[src/rtl/wb_port_arbiter.sv]
// Register-file writeback arbiter: merges the in-order pipe result with a 2-entry FIFO of
// late (multi-cycle) results, with a starvation guard so buffered results cannot wait forever.
module wb_port_arbiter (
    input  logic        clk,
    input  logic        resetn,
    input  logic        pipe_valid,
    input  logic [4:0]  pipe_dst,
    input  logic [31:0] pipe_val,
    input  logic [3:0]  pipe_we,
    output logic        pipe_stall,
    input  logic        late_valid,
    output logic        late_ready,
    input  logic [4:0]  late_dst,
    input  logic [31:0] late_val,
    input  logic [3:0]  late_we,
    output logic [3:0]  rf_we,
    output logic [4:0]  rf_dst,
    output logic [31:0] rf_val,
    output logic [1:0]  pend_cnt
);

    typedef struct packed {
        logic [4:0]  dst;
        logic [31:0] val;
        logic [3:0]  we;
    } entry_t;

    entry_t      fifo_q [2];
    entry_t      fifo_d [2];
    logic        wr_ptr_q, wr_ptr_d;
    logic        rd_ptr_q, rd_ptr_d;
    logic [1:0]  pend_cnt_q, pend_cnt_d;
    logic [1:0]  starve_q, starve_d;
    logic [3:0]  rf_we_q, rf_we_d;
    logic [4:0]  rf_dst_q, rf_dst_d;
    logic [31:0] rf_val_q, rf_val_d;

    logic   pipe_write;
    logic   fifo_ne;
    logic   push;
    logic   grant_late;
    logic   grant_pipe;
    entry_t head;

    always_comb begin
        fifo_d     = fifo_q;
        wr_ptr_d   = wr_ptr_q;
        rd_ptr_d   = rd_ptr_q;
        rf_we_d    = 4'b0;
        rf_dst_d   = rf_dst_q;
        rf_val_d   = rf_val_q;

        pipe_write = pipe_valid && (pipe_we != 4'b0);
        fifo_ne    = (pend_cnt_q != 2'd0);
        head       = fifo_q[rd_ptr_q];

        // While in reset, present the post-reset view of the handshakes.
        late_ready = !resetn || (pend_cnt_q < 2'd2);
        push       = late_valid && late_ready;

        grant_late = fifo_ne && ((starve_q == 2'd3) || !pipe_write);
        grant_pipe = pipe_write && !grant_late;
        pipe_stall = resetn && pipe_write && grant_late;

        if (grant_late) begin
            rf_we_d  = (head.dst == 5'd0) ? 4'b0 : head.we;
            rf_dst_d = head.dst;
            rf_val_d = head.val;
            rd_ptr_d = ~rd_ptr_q;
        end else if (grant_pipe) begin
            rf_we_d  = (pipe_dst == 5'd0) ? 4'b0 : pipe_we;
            rf_dst_d = pipe_dst;
            rf_val_d = pipe_val;
        end

        if (push) begin
            fifo_d[wr_ptr_q] = '{dst: late_dst, val: late_val, we: late_we};
            wr_ptr_d         = ~wr_ptr_q;
        end

        pend_cnt_d = pend_cnt_q + {1'b0, push} - {1'b0, grant_late};

        if (!fifo_ne || grant_late) begin
            starve_d = 2'd0;
        end else if (starve_q == 2'd3) begin
            starve_d = 2'd3;
        end else begin
            starve_d = starve_q + 2'd1;
        end
    end

    always_ff @(posedge clk) begin
        if (!resetn) begin
            fifo_q[0]  <= '0;
            fifo_q[1]  <= '0;
            wr_ptr_q   <= 1'b0;
            rd_ptr_q   <= 1'b0;
            pend_cnt_q <= 2'd0;
            starve_q   <= 2'd0;
            rf_we_q    <= 4'b0;
            rf_dst_q   <= 5'd0;
            rf_val_q   <= 32'd0;
        end else begin
            fifo_q     <= fifo_d;
            wr_ptr_q   <= wr_ptr_d;
            rd_ptr_q   <= rd_ptr_d;
            pend_cnt_q <= pend_cnt_d;
            starve_q   <= starve_d;
            rf_we_q    <= rf_we_d;
            rf_dst_q   <= rf_dst_d;
            rf_val_q   <= rf_val_d;
        end
    end

    assign rf_we    = rf_we_q;
    assign rf_dst   = rf_dst_q;
    assign rf_val   = rf_val_q;
    assign pend_cnt = pend_cnt_q;

endmodule

[config.mk]
export PLATFORM = sky130hd
export DESIGN_NAME = wb_port_arbiter
export DESIGN_NICKNAME = d
export VERILOG_FILES = /design/src/rtl/wb_port_arbiter.sv
export SDC_FILE = /design/constraint.sdc
export NUM_CORES = 1
export LEC_CHECK = 0
export ABC_AREA = 1
export BUFFER_PORTS_ARGS = -buffer_cell sky130_fd_sc_hd__buf_2
export CAP_MARGIN = 20
export CORE_MARGIN = 3
export CORE_UTILIZATION = 45
export DETAILED_ROUTE_END_ITERATION = 10
export PLACE_DENSITY_LB_ADDON = 0.2
export SYNTH_ARGS = -nofsm -noshare
export SYNTH_HDL_FRONTEND = slang
export SYNTH_SLANG_ARGS = --single-unit
export TNS_END_PERCENT = 30
[constraint.sdc]
create_clock -name clk -period 3.8 [get_ports clk]
set_input_delay 0.76 -clock clk [delete_from_list [all_inputs] [get_ports clk]]
set_output_delay 0.76 -clock clk [all_outputs]
set_load 0.01 [all_outputs]
==> run_summary.xml, run 1 <==
<?xml version="1.0" encoding="UTF-8"?>
<metrics>
  <group name="worst_setup_path">
    <metric name="cpLargestDelayFamily" unit="">buffers and inverters</metric>
    <metric name="endpoint_type_of_the_worst_setup_path" unit="">output pin</metric>
    <metric name="ff2ff_setup_slack" unit="ns">1.49</metric>
    <metric name="crit_start" unit="">pend_cnt[1]$_SDFF_PN0_</metric>
    <metric name="worst-r2r-cell-count" unit="">10</metric>
    <metric name="path_class" unit="">reg -&gt; out</metric>
    <metric name="maximum_fanout_along_the_worst_path" unit="">39</metric>
    <metric name="critical_path.startpoint_type" unit="">register</metric>
    <metric name="slowest_delay" unit="ns">0.48</metric>
    <metric name="timing.rr.start" unit="">pend_cnt[1]$_SDFF_PN0_</metric>
    <metric name="buffers_plus_inverters_on_the_worst_setup_path" unit="">3</metric>
    <metric name="crit-reg2reg-capture" unit="">pend_cnt[1]$_SDFF_PN0_</metric>
    <metric name="worst-endpoint-required" unit="ns">3.04</metric>
    <metric name="critical_path_arrival" unit="ns">2.27</metric>
    <metric name="cp_slowest_cell" unit="">sky130_fd_sc_hd__inv_2</metric>
    <metric name="cp_cell_sequence" unit="">nor2_4 &gt; inv_2 &gt; nand2_2 &gt; buf_4 &gt; nor3_1 &gt; buf_2</metric>
  </group>
  <group name="sta">
    <metric name="final_hold_viol_count" unit="">0</metric>
    <metric name="timing.slew.headroom" unit="">0.344</metric>
    <metric name="final-setup-viol-count" unit="">0</metric>
    <metric name="fin_skew" unit="ns">0.0116</metric>
    <metric name="fin_tns_setup" unit="ns">0</metric>
    <metric name="fin_crit_sh" unit="">0.796</metric>
    <metric name="worst_pin_slew" unit="ns">0.984</metric>
    <metric name="timing.final.max_slew_violations" unit="">0</metric>
    <metric name="rsz0062_at_grt" unit="">false</metric>
    <metric name="final_period_minus_worst_setup_slack" unit="ns">3.03</metric>
    <metric name="maxClockFrequency" unit="GHz">0.331</metric>
  </group>
  <group name="floorplanning">
    <metric name="ios" unit="">131</metric>
    <metric name="core_region_area" unit="mm²">0.0117</metric>
    <metric name="x_dimension_of_the_die" unit="µm">116</metric>
    <metric name="placement_rows" unit="">39</metric>
    <metric name="die_area" unit="mm²">0.0136</metric>
    <metric name="initial_utilization" unit="">0.471</metric>
    <metric name="die_height" unit="µm">116</metric>
  </group>
  <group name="clocking">
    <metric name="numCtsBuffers" unit="">17</metric>
    <metric name="ctsHtreeMaxLevel" unit="">4</metric>
    <metric name="cts_post_setup_buffers_inserted" unit="">0</metric>
    <metric name="cts.sinks" unit="">129</metric>
    <metric name="cts.path.max_buffers" unit="">2</metric>
    <metric name="tritoncts" unit="">yes</metric>
    <metric name="clock-root-buffer" unit="">sky130_fd_sc_hd__clkbuf_16</metric>
    <metric name="cts_stage_hold_buffer_count" unit="">0</metric>
    <metric name="post_cts_resize_count" unit="">0</metric>
    <metric name="clk_pin_slew" unit="ns">0.06</metric>
    <metric name="clk-insertion-delay-late" unit="ns">0.42</metric>
  </group>
  <group name="place">
    <metric name="port-buffer-count" unit="">130</metric>
    <metric name="place.detailed.hpwl" unit="µm">9660</metric>
    <metric name="post-place-cells" unit="">985</metric>
    <metric name="place.gp.congestion" unit="">0.878</metric>
    <metric name="placed_cell_area" unit="mm²">0.00614</metric>
  </group>
  <group name="grt">
    <metric name="grt_start_max_net_pins" unit="">114</metric>
    <metric name="first_global_vias" unit="">4672</metric>
    <metric name="grt_pass1_wl" unit="µm">23000</metric>
    <metric name="antenna_found_initial" unit="">0</metric>
    <metric name="global_route_usage_over_all_layers" unit="">0.216</metric>
    <metric name="grt_remaining_overflow" unit="">0</metric>
  </group>
  <group name="worst_hold_path">
    <metric name="worstHoldEndpoint" unit="">fifo_q[72]$_SDFFE_PN0P_</metric>
    <metric name="min_path_cells" unit="">2</metric>
    <metric name="min_path_type" unit="">reg -&gt; reg</metric>
    <metric name="worst_hold_startpoint" unit="">fifo_q[72]$_SDFFE_PN0P_</metric>
  </group>
  <group name="synthesis">
    <metric name="syn-cell-area" unit="mm²">0.00549</metric>
    <metric name="synthesis.nets" unit="">849</metric>
    <metric name="ys_ff_latch" unit="">129</metric>
    <metric name="netlist-cell-type-count" unit="">27</metric>
    <metric name="yosys_warnings" unit="">0</metric>
    <metric name="synth.yosys.seq_area_share" unit="">0.471</metric>
    <metric name="syn_inst" unit="">761</metric>
    <metric name="syn-mean-instance-area" unit="µm²">7.21</metric>
  </group>
  <group name="cells_and_area">
    <metric name="layout-area-overhead-vs-synth" unit="%">22.3</metric>
    <metric name="n_antenna_cell" unit="">0</metric>
    <metric name="postLayoutCoreUtil" unit="">0.575</metric>
    <metric name="finalNetCount" unit="">949</metric>
    <metric name="leading_cell_types_in_the_layout_fill_and_taps_excluded" unit="">130 x sky130_fd_sc_hd__buf_2, 129 x sky130_fd_sc_hd__o21ai_0, 128 x sky130_fd_sc_hd__dfxtp_1</metric>
    <metric name="post_layout_nonfiller_instances" unit="">1017</metric>
    <metric name="post-route-cell-area" unit="mm²">0.00671</metric>
    <metric name="layout_commonest_cell" unit="">sky130_fd_sc_hd__buf_2</metric>
    <metric name="layout-drive-gt1-share" unit="">0.221</metric>
  </group>
  <group name="detailed_routing">
    <metric name="detail_route.wirelength" unit="µm">14400</metric>
    <metric name="vias" unit="">5260</metric>
    <metric name="residual_drc" unit="">0</metric>
    <metric name="wire_per_inst" unit="µm">14.2</metric>
    <metric name="firstDrtPassIters" unit="">5</metric>
    <metric name="vias_per_cell" unit="">5.17</metric>
    <metric name="antenna_left" unit="">0</metric>
    <metric name="drt_iter0_markers" unit="">566</metric>
  </group>
  <group name="power">
    <metric name="leakage_power_figure" unit="nW">3.11</metric>
    <metric name="power_density_of_the_placed_cells" unit="mW/mm²">688</metric>
    <metric name="worst_ir_drop_vdd" unit="mV">0.279</metric>
  </group>
  <group name="outcome">
    <metric name="status" unit="">complete, no violations</metric>
  </group>
  <group name="flow_run">
    <metric name="max-cap-violations" unit="">0</metric>
  </group>
</metrics>
==> area by class of cell <==
type,count,area (µm²)
timing repair buffer,137,716
clock inverter,11,113
clock buffer,21,460
inverter,69,259
sequential,129,2580
tap,143,179
fill,1107,4950
multi-input combinational,507,2400
==> layer usage <==
layer,up-vias,track usage,share of wire
li1,2698,-,-
met3,14,0.0523,0.071
met1,2370,0.334,0.50
met2,178,0.293,0.42
met4,0,0.0657,0.0098
met5,-,0,0
==> state kept, by name (all words and copies together), names as in the netlist <==
signal    cells
fifo_q       82
rf_val       32
rf_dst        5
rf_we         4
pend_cnt      2
starve_q      2
rd_ptr_q      1
wr_ptr_q      1
==> where the power goes <==
part	switching (mW)	internal [mW]	leakage [nW]
clock	0.583	0.991	0.278
sequential	0.122	1.62	1.06
combinational	0.868	0.430	1.77
total	1.57	3.04	3.11
==> cell families after synthesis <==
logic type,share of synthesized area
xor gates and xnor gates,0.00160
AOI/OAI and AO/OA,0.195
DFF,0.471
buffers and inverters,0.0921
adders and majority gates,0.00456
and+or+nand+nor,0.236
==> through the flow <==
step | hold WS (ns) | total power [mW] | setup WS, ns
after floorplan | 0.424 | 2.68 | 1.46
after global placement | 0.434 | 3.02 | 1.18
after detailed placement | 0.439 | 3.06 | 1.15
after CTS | 0.448 | 4.64 | 0.801
after global routing | 0.462 | 4.89 | 0.631
final | 0.446 | 4.61 | 0.775
==> tightest hold or removal path, stage by stage (launching register included) <==
cell	delay, ns
sky130_fd_sc_hd__dfxtp_1	0.29
sky130_fd_sc_hd__inv_1	0.05
sky130_fd_sc_hd__a21oi_1	0.05
==> Yosys cell counts (all sizes together) <==
cell | count | share of area
dfxtp | 129 | 0.47
a31oi | 17 | 0.019
xor2 | 1 | 0.0016
nand2 | 104 | 0.075
inv | 68 | 0.047
o21ai | 135 | 0.12
buf | 25 | 0.023
ha | 2 | 0.0046
or2 | 15 | 0.017
nand3 | 86 | 0.078
a21oi | 55 | 0.052
nor4 | 2 | 0.0023
clkbuf | 31 | 0.021
nor3 | 2 | 0.0018
nor2 | 88 | 0.062
clkinv | 1 | 0.00068
==> worst max path at each step <==
stage                       to  slack (ns)  depth (start not counted)
global route        pipe_stall        0.63                          6
global placement    pipe_stall        1.18                          8
floorplan           pipe_stall        1.46                          6
detailed placement  pipe_stall        1.15                          8
finish              pipe_stall        0.77                          6
CTS                 pipe_stall        0.80                          6
No activity file was read; power rests on OpenSTA's default activity.
==> inputs of run 2 (changes only) <==
==> constraint.sdc (replaced) <==
create_clock -name clk -period 2.5 [get_ports clk]
set_input_delay 0.5 -clock clk [delete_from_list [all_inputs] [get_ports clk]]
set_output_delay 0.5 -clock clk [all_outputs]
set_load 0.01 [all_outputs]
==> run_summary.xml, run 2 (synthesis results as in run 1) <==
<?xml version="1.0" encoding="UTF-8"?>
<metrics>
  <group name="floorplanning">
    <metric name="placement_rows" unit="">39</metric>
    <metric name="die_area" unit="mm²">0.0136</metric>
    <metric name="initial_utilization" unit="">0.471</metric>
    <metric name="ios" unit="">131</metric>
    <metric name="x_dimension_of_the_die" unit="µm">116</metric>
    <metric name="die_height" unit="µm">116</metric>
    <metric name="core_region_area" unit="mm²">0.0117</metric>
  </group>
  <group name="worst_setup_path">
    <metric name="endpoint_type_of_the_worst_setup_path" unit="">output pin</metric>
    <metric name="path_class" unit="">reg -&gt; out</metric>
    <metric name="buffers_plus_inverters_on_the_worst_setup_path" unit="">2</metric>
    <metric name="critical_path_arrival" unit="ns">1.47</metric>
    <metric name="cp_slowest_cell" unit="">sky130_fd_sc_hd__dfxtp_1</metric>
    <metric name="cpLargestDelayFamily" unit="">flip-flops</metric>
    <metric name="maximum_fanout_along_the_worst_path" unit="">9</metric>
    <metric name="worst-endpoint-required" unit="ns">2.00</metric>
    <metric name="critical_path.startpoint_type" unit="">register</metric>
    <metric name="slowest_delay" unit="ns">0.47</metric>
    <metric name="cp_cell_sequence" unit="">nor2_4 &gt; inv_2 &gt; nand2_2 &gt; nor3_1 &gt; buf_2</metric>
  </group>
  <group name="sta">
    <metric name="maxClockFrequency" unit="GHz">0.508</metric>
    <metric name="final.hold.worst_slack" unit="ns">0.327</metric>
    <metric name="timing.slew.headroom" unit="">0.479</metric>
    <metric name="final-setup-viol-count" unit="">0</metric>
    <metric name="final_critical_path_setup_slack" unit="ns">0.532</metric>
    <metric name="worst_pin_slew" unit="ns">0.780</metric>
    <metric name="fin_crit_sh" unit="">0.787</metric>
    <metric name="final_period_minus_worst_setup_slack" unit="ns">1.97</metric>
    <metric name="rsz0062_at_grt" unit="">false</metric>
    <metric name="fin_skew" unit="ns">0.00626</metric>
    <metric name="timing.final.max_slew_violations" unit="">0</metric>
    <metric name="final_hold_viol_count" unit="">0</metric>
    <metric name="fin_tns_setup" unit="ns">0</metric>
  </group>
  <group name="grt">
    <metric name="grt_remaining_overflow" unit="">0</metric>
    <metric name="global_route_usage_over_all_layers" unit="">0.213</metric>
    <metric name="antenna_found_initial" unit="">0</metric>
    <metric name="first_global_vias" unit="">4692</metric>
    <metric name="grt_start_max_net_pins" unit="">87</metric>
    <metric name="grt_pass1_wl" unit="µm">22800</metric>
  </group>
  <group name="detailed_routing">
    <metric name="vias_per_cell" unit="">5.16</metric>
    <metric name="detail_route.wirelength" unit="µm">14600</metric>
    <metric name="firstDrtPassIters" unit="">7</metric>
    <metric name="drt_iter0_markers" unit="">439</metric>
    <metric name="wire_per_inst" unit="µm">14.3</metric>
    <metric name="residual_drc" unit="">0</metric>
    <metric name="vias" unit="">5266</metric>
    <metric name="antenna_left" unit="">0</metric>
  </group>
  <group name="clocking">
    <metric name="clock-root-buffer" unit="">sky130_fd_sc_hd__clkbuf_16</metric>
    <metric name="clk-insertion-delay-late" unit="ns">0.41</metric>
    <metric name="tritoncts" unit="">yes</metric>
    <metric name="cts_post_setup_buffers_inserted" unit="">0</metric>
    <metric name="numCtsBuffers" unit="">17</metric>
    <metric name="cts.sinks" unit="">129</metric>
    <metric name="cts_stage_hold_buffer_count" unit="">0</metric>
    <metric name="cts.path.max_buffers" unit="">2</metric>
    <metric name="post_cts_resize_count" unit="">0</metric>
    <metric name="clk_pin_slew" unit="ns">0.06</metric>
    <metric name="ctsHtreeMaxLevel" unit="">4</metric>
  </group>
  <group name="power">
    <metric name="leakage_power_figure" unit="nW">3.13</metric>
    <metric name="worst_ir_drop_vdd" unit="mV">0.445</metric>
    <metric name="power_density_of_the_placed_cells" unit="mW/mm²">1050</metric>
  </group>
  <group name="place">
    <metric name="post-place-cells" unit="">989</metric>
    <metric name="place.detailed.hpwl" unit="µm">10000</metric>
    <metric name="place.gp.congestion" unit="">0.836</metric>
    <metric name="port-buffer-count" unit="">130</metric>
    <metric name="dp_worst_setup_slack" unit="ns">0.469</metric>
    <metric name="placed_cell_area" unit="mm²">0.00617</metric>
  </group>
  <group name="cells_and_area">
    <metric name="layout-area-overhead-vs-synth" unit="%">23.0</metric>
    <metric name="n_antenna_cell" unit="">0</metric>
    <metric name="layout-drive-gt1-share" unit="">0.227</metric>
    <metric name="post_layout_nonfiller_instances" unit="">1021</metric>
    <metric name="layout_commonest_cell" unit="">sky130_fd_sc_hd__buf_2</metric>
    <metric name="number_of_flip_flops_in_the_largest_register" unit="">82</metric>
    <metric name="largest-register" unit="">fifo_q</metric>
    <metric name="post-route-cell-area" unit="mm²">0.00675</metric>
    <metric name="finalNetCount" unit="">953</metric>
    <metric name="leading_cell_types_in_the_layout_fill_and_taps_excluded" unit="">130 x sky130_fd_sc_hd__buf_2, 129 x sky130_fd_sc_hd__o21ai_0, 128 x sky130_fd_sc_hd__dfxtp_1</metric>
  </group>
  <group name="flow_run">
    <metric name="max-cap-violations" unit="">0</metric>
  </group>
  <group name="worst_hold_path">
    <metric name="min_path_type" unit="">in -&gt; reg</metric>
  </group>
  <group name="outcome">
    <metric name="status" unit="">complete, no violations</metric>
  </group>
</metrics>
## run 2: cell types whose count changed in the layout (fill, tap and decap cells not counted), sizes merged
cell,before,now
buf,137,141
clkbuf,21,18
clkinv,7,9
clkinvlp,3,4
## run 2: tightest hold or removal path: cells and delay by family
kind | cells | cell delay, ns
buffers and inverters | 1 | 0.08
AND/OR/NAND/NOR | 2 | 0.12
## run 2: layout make-up
class	count	area, µm²
timing repair buffer	141	746
clock buffer	18	439
multi-input combinational	507	2400
clock inverter	14	141
fill	1105	4910
inverter	69	259
sequential	129	2580
tap	143	179
## run 2: through the flow
| stage | utilization | total power [mW] |
|---|---|---|
| 3_5_place_dp | 0.529 | 4.69 |
| 2_1_floorplan | - | 4.07 |
| 3_3_place_gp | 0.529 | 4.64 |
| 6_report | 0.579 | 7.06 |
| 4_1_cts | 0.579 | 7.09 |
| 5_1_grt | 0.579 | 7.49 |
## run 2: final timing paths
| kind | end | start | cells after the start | slack [ns] |
|---|---|---|---|---|
| worst max register to register | pend_cnt[1]$_SDFF_PN0_ | pend_cnt[1]$_SDFF_PN0_ | 10 | 0.62 |
| worst min-delay path | fifo_q[8]$_SDFFE_PN0P_ | late_val[4] | 3 | 0.33 |
| worst min register to register | fifo_q[60]$_SDFFE_PN0P_ | fifo_q[60]$_SDFFE_PN0P_ | 2 | 0.45 |
| worst max-delay path | pipe_stall | pend_cnt[1]$_SDFF_PN0_ | 5 | 0.53 |
## run 2: power by group
part           internal (mW)  switching [mW]
Combinational          0.681            1.29
Clock                   1.49           0.907
Sequential              2.46           0.229
## run 2: per-layer routing
layer | part of all wire | track usage
met3 | 0.062 | 0.0534
met5 | 0 | 0
met2 | 0.42 | 0.304
met1 | 0.51 | 0.317
met4 | 0.011 | 0.0634
==> inputs of run 3 (changes only) <==
==> constraint.sdc (replaced) <==
create_clock -name clk -period 1.8 [get_ports clk]
set_input_delay 0.36 -clock clk [delete_from_list [all_inputs] [get_ports clk]]
set_output_delay 0.36 -clock clk [all_outputs]
set_load 0.01 [all_outputs]
==> run_summary.xml, run 3 (synthesis results as in run 1) <==
<?xml version="1.0" encoding="UTF-8"?>
<metrics>
  <group name="floorplanning">
    <metric name="ios" unit="">131</metric>
    <metric name="die_height" unit="µm">116</metric>
    <metric name="die_area" unit="mm²">0.0136</metric>
    <metric name="x_dimension_of_the_die" unit="µm">116</metric>
    <metric name="placement_rows" unit="">39</metric>
    <metric name="initial_utilization" unit="">0.471</metric>
    <metric name="core_region_area" unit="mm²">0.0117</metric>
  </group>
  <group name="place">
    <metric name="dp_worst_setup_slack" unit="ns">0.000579</metric>
    <metric name="place.gp.congestion" unit="">0.834</metric>
    <metric name="place.detailed.hpwl" unit="µm">10300</metric>
    <metric name="placed_cell_area" unit="mm²">0.00631</metric>
    <metric name="post-place-cells" unit="">1001</metric>
    <metric name="port-buffer-count" unit="">130</metric>
  </group>
  <group name="clocking">
    <metric name="clk-insertion-delay-late" unit="ns">0.42</metric>
    <metric name="tritoncts" unit="">yes</metric>
    <metric name="cts.path.max_buffers" unit="">2</metric>
    <metric name="cts.sinks" unit="">129</metric>
    <metric name="clk_pin_slew" unit="ns">0.06</metric>
    <metric name="ctsHtreeMaxLevel" unit="">4</metric>
    <metric name="clock-root-buffer" unit="">sky130_fd_sc_hd__clkbuf_16</metric>
    <metric name="cts_stage_hold_buffer_count" unit="">0</metric>
    <metric name="numCtsBuffers" unit="">17</metric>
  </group>
  <group name="cells_and_area">
    <metric name="post_layout_nonfiller_instances" unit="">1035</metric>
    <metric name="finalNetCount" unit="">967</metric>
    <metric name="number_of_flip_flops_in_the_largest_register" unit="">82</metric>
    <metric name="leading_cell_types_in_the_layout_fill_and_taps_excluded" unit="">130 x sky130_fd_sc_hd__buf_2, 129 x sky130_fd_sc_hd__o21ai_0, 124 x sky130_fd_sc_hd__dfxtp_1</metric>
    <metric name="post-route-cell-area" unit="mm²">0.00699</metric>
    <metric name="n_antenna_cell" unit="">0</metric>
    <metric name="largest-register" unit="">fifo_q</metric>
    <metric name="layout-area-overhead-vs-synth" unit="%">27.4</metric>
    <metric name="postLayoutCoreUtil" unit="">0.599</metric>
    <metric name="layout-drive-gt1-share" unit="">0.247</metric>
    <metric name="layout_commonest_cell" unit="">sky130_fd_sc_hd__buf_2</metric>
  </group>
  <group name="power">
    <metric name="leakage_power_figure" unit="nW">3.25</metric>
    <metric name="design_power_total" unit="mW">10.4</metric>
    <metric name="power_density_of_the_placed_cells" unit="mW/mm²">1490</metric>
    <metric name="worst_ir_drop_vdd" unit="mV">0.554</metric>
  </group>
  <group name="worst_setup_path">
    <metric name="slowest_delay" unit="ns">0.34</metric>
    <metric name="critical_path_arrival" unit="ns">1.36</metric>
    <metric name="maximum_fanout_along_the_worst_path" unit="">3</metric>
    <metric name="path_class" unit="">reg -&gt; out</metric>
    <metric name="critical_path.startpoint_type" unit="">register</metric>
    <metric name="cp_slowest_cell" unit="">sky130_fd_sc_hd__dfxtp_2</metric>
    <metric name="cpLargestDelayFamily" unit="">flip-flops</metric>
    <metric name="critical_path_cell_count" unit="">6</metric>
    <metric name="critPathMostFrequentCell" unit="">sky130_fd_sc_hd__nand2_2</metric>
    <metric name="buffers_plus_inverters_on_the_worst_setup_path" unit="">2</metric>
    <metric name="worst-endpoint-required" unit="ns">1.44</metric>
    <metric name="cp_cell_sequence" unit="">nand2_2 &gt; nand3_2 &gt; nand2_2 &gt; buf_12 &gt; nor3_2 &gt; buf_2</metric>
    <metric name="crit_start" unit="">starve_q[0]$_SDFF_PP0_</metric>
    <metric name="endpoint_type_of_the_worst_setup_path" unit="">output pin</metric>
    <metric name="worst-r2r-cell-count" unit="">10</metric>
    <metric name="timing.rr.start" unit="">pend_cnt[1]$_SDFF_PN0_</metric>
  </group>
  <group name="worst_hold_path">
    <metric name="min_path_type" unit="">in -&gt; reg</metric>
    <metric name="worst_hold_startpoint" unit="">late_val[15]</metric>
    <metric name="min_path_cells" unit="">3</metric>
  </group>
  <group name="sta">
    <metric name="final.hold.worst_slack" unit="ns">0.173</metric>
    <metric name="fin_crit_sh" unit="">0.956</metric>
    <metric name="final_critical_path_setup_slack" unit="ns">0.0792</metric>
    <metric name="final_hold_viol_count" unit="">0</metric>
    <metric name="maxClockFrequency" unit="GHz">0.581</metric>
    <metric name="final_period_minus_worst_setup_slack" unit="ns">1.72</metric>
    <metric name="fin_tns_setup" unit="ns">0</metric>
    <metric name="final-setup-viol-count" unit="">0</metric>
    <metric name="timing.slew.headroom" unit="">0.625</metric>
    <metric name="timing.final.max_slew_violations" unit="">0</metric>
    <metric name="rsz0062_at_grt" unit="">false</metric>
    <metric name="fin_skew" unit="ns">0.00858</metric>
    <metric name="worst_pin_slew" unit="ns">0.562</metric>
  </group>
  <group name="grt">
    <metric name="antenna_found_initial" unit="">0</metric>
    <metric name="global_route_usage_over_all_layers" unit="">0.228</metric>
    <metric name="grt_start_max_net_pins" unit="">65</metric>
    <metric name="grt_pass1_wl" unit="µm">24100</metric>
    <metric name="grt_remaining_overflow" unit="">0</metric>
    <metric name="first_global_vias" unit="">4821</metric>
  </group>
  <group name="detailed_routing">
    <metric name="vias_per_cell" unit="">5.25</metric>
    <metric name="drt_iter0_markers" unit="">439</metric>
    <metric name="detail_route.wirelength" unit="µm">14900</metric>
    <metric name="antenna_left" unit="">0</metric>
    <metric name="vias" unit="">5432</metric>
    <metric name="residual_drc" unit="">0</metric>
    <metric name="wire_per_inst" unit="µm">14.4</metric>
    <metric name="firstDrtPassIters" unit="">5</metric>
  </group>
  <group name="outcome">
    <metric name="status" unit="">complete, no violations</metric>
  </group>
  <group name="flow_run">
    <metric name="max-cap-violations" unit="">0</metric>
  </group>
</metrics>
run 3: power breakdown:
part           switching [mW]  internal [mW]  total (mW)
Clock                    1.33           2.33        3.67
Combinational            1.86           1.15        3.00
Sequential              0.316           3.43        3.75
run 3: per-layer routing:
metal,track usage,vias up,wire length (µm)
li1,-,2749,-
met1,0.334,2474,7200
met2,0.326,189,6460
met3,0.0622,20,1050
met4,0.0688,0,183
met5,0,-,0
run 3: worst register-to-register path: cells and delay by family (launching register included):
kind            cells  cell delay, ns
compound gates      2            0.24
xor+xnor            1            0.18
fa+ha+maj           2            0.41
buf+inv             3            0.16
flops               1            0.37
simple gates        2            0.18
run 3: path summary, 6_finish.rpt:
check,endpoint,slack (ns)
setup / recovery,pipe_stall,0.08
hold / removal,fifo_q[19]$_SDFFE_PN0P_,0.17
setup reg to reg,pend_cnt[1]$_SDFF_PN0_,0.20
hold reg to reg,starve_q[0]$_SDFF_PP0_,0.44
run 3: cell type report:
| cell class | count | area (µm²) |
|---|---|---|
| multi-input cells | 507 | 2410 |
| repair buffers | 155 | 913 |
| well taps | 143 | 179 |
| clock inverters | 15 | 210 |
| flip-flops and latches | 129 | 2590 |
| inverters | 69 | 259 |
| clock buffers | 17 | 425 |
| fillers | 1088 | 4670 |
run 3: timing repair:
| item | 4_1_cts | 5_1_grt |
|---|---|---|
| gates resized for setup | 4 | 6 |
| setup buffers | 0 | 2 |
| pin swaps | 0 | 0 |
| endpoints found under the setup margin | 1 | 1 |
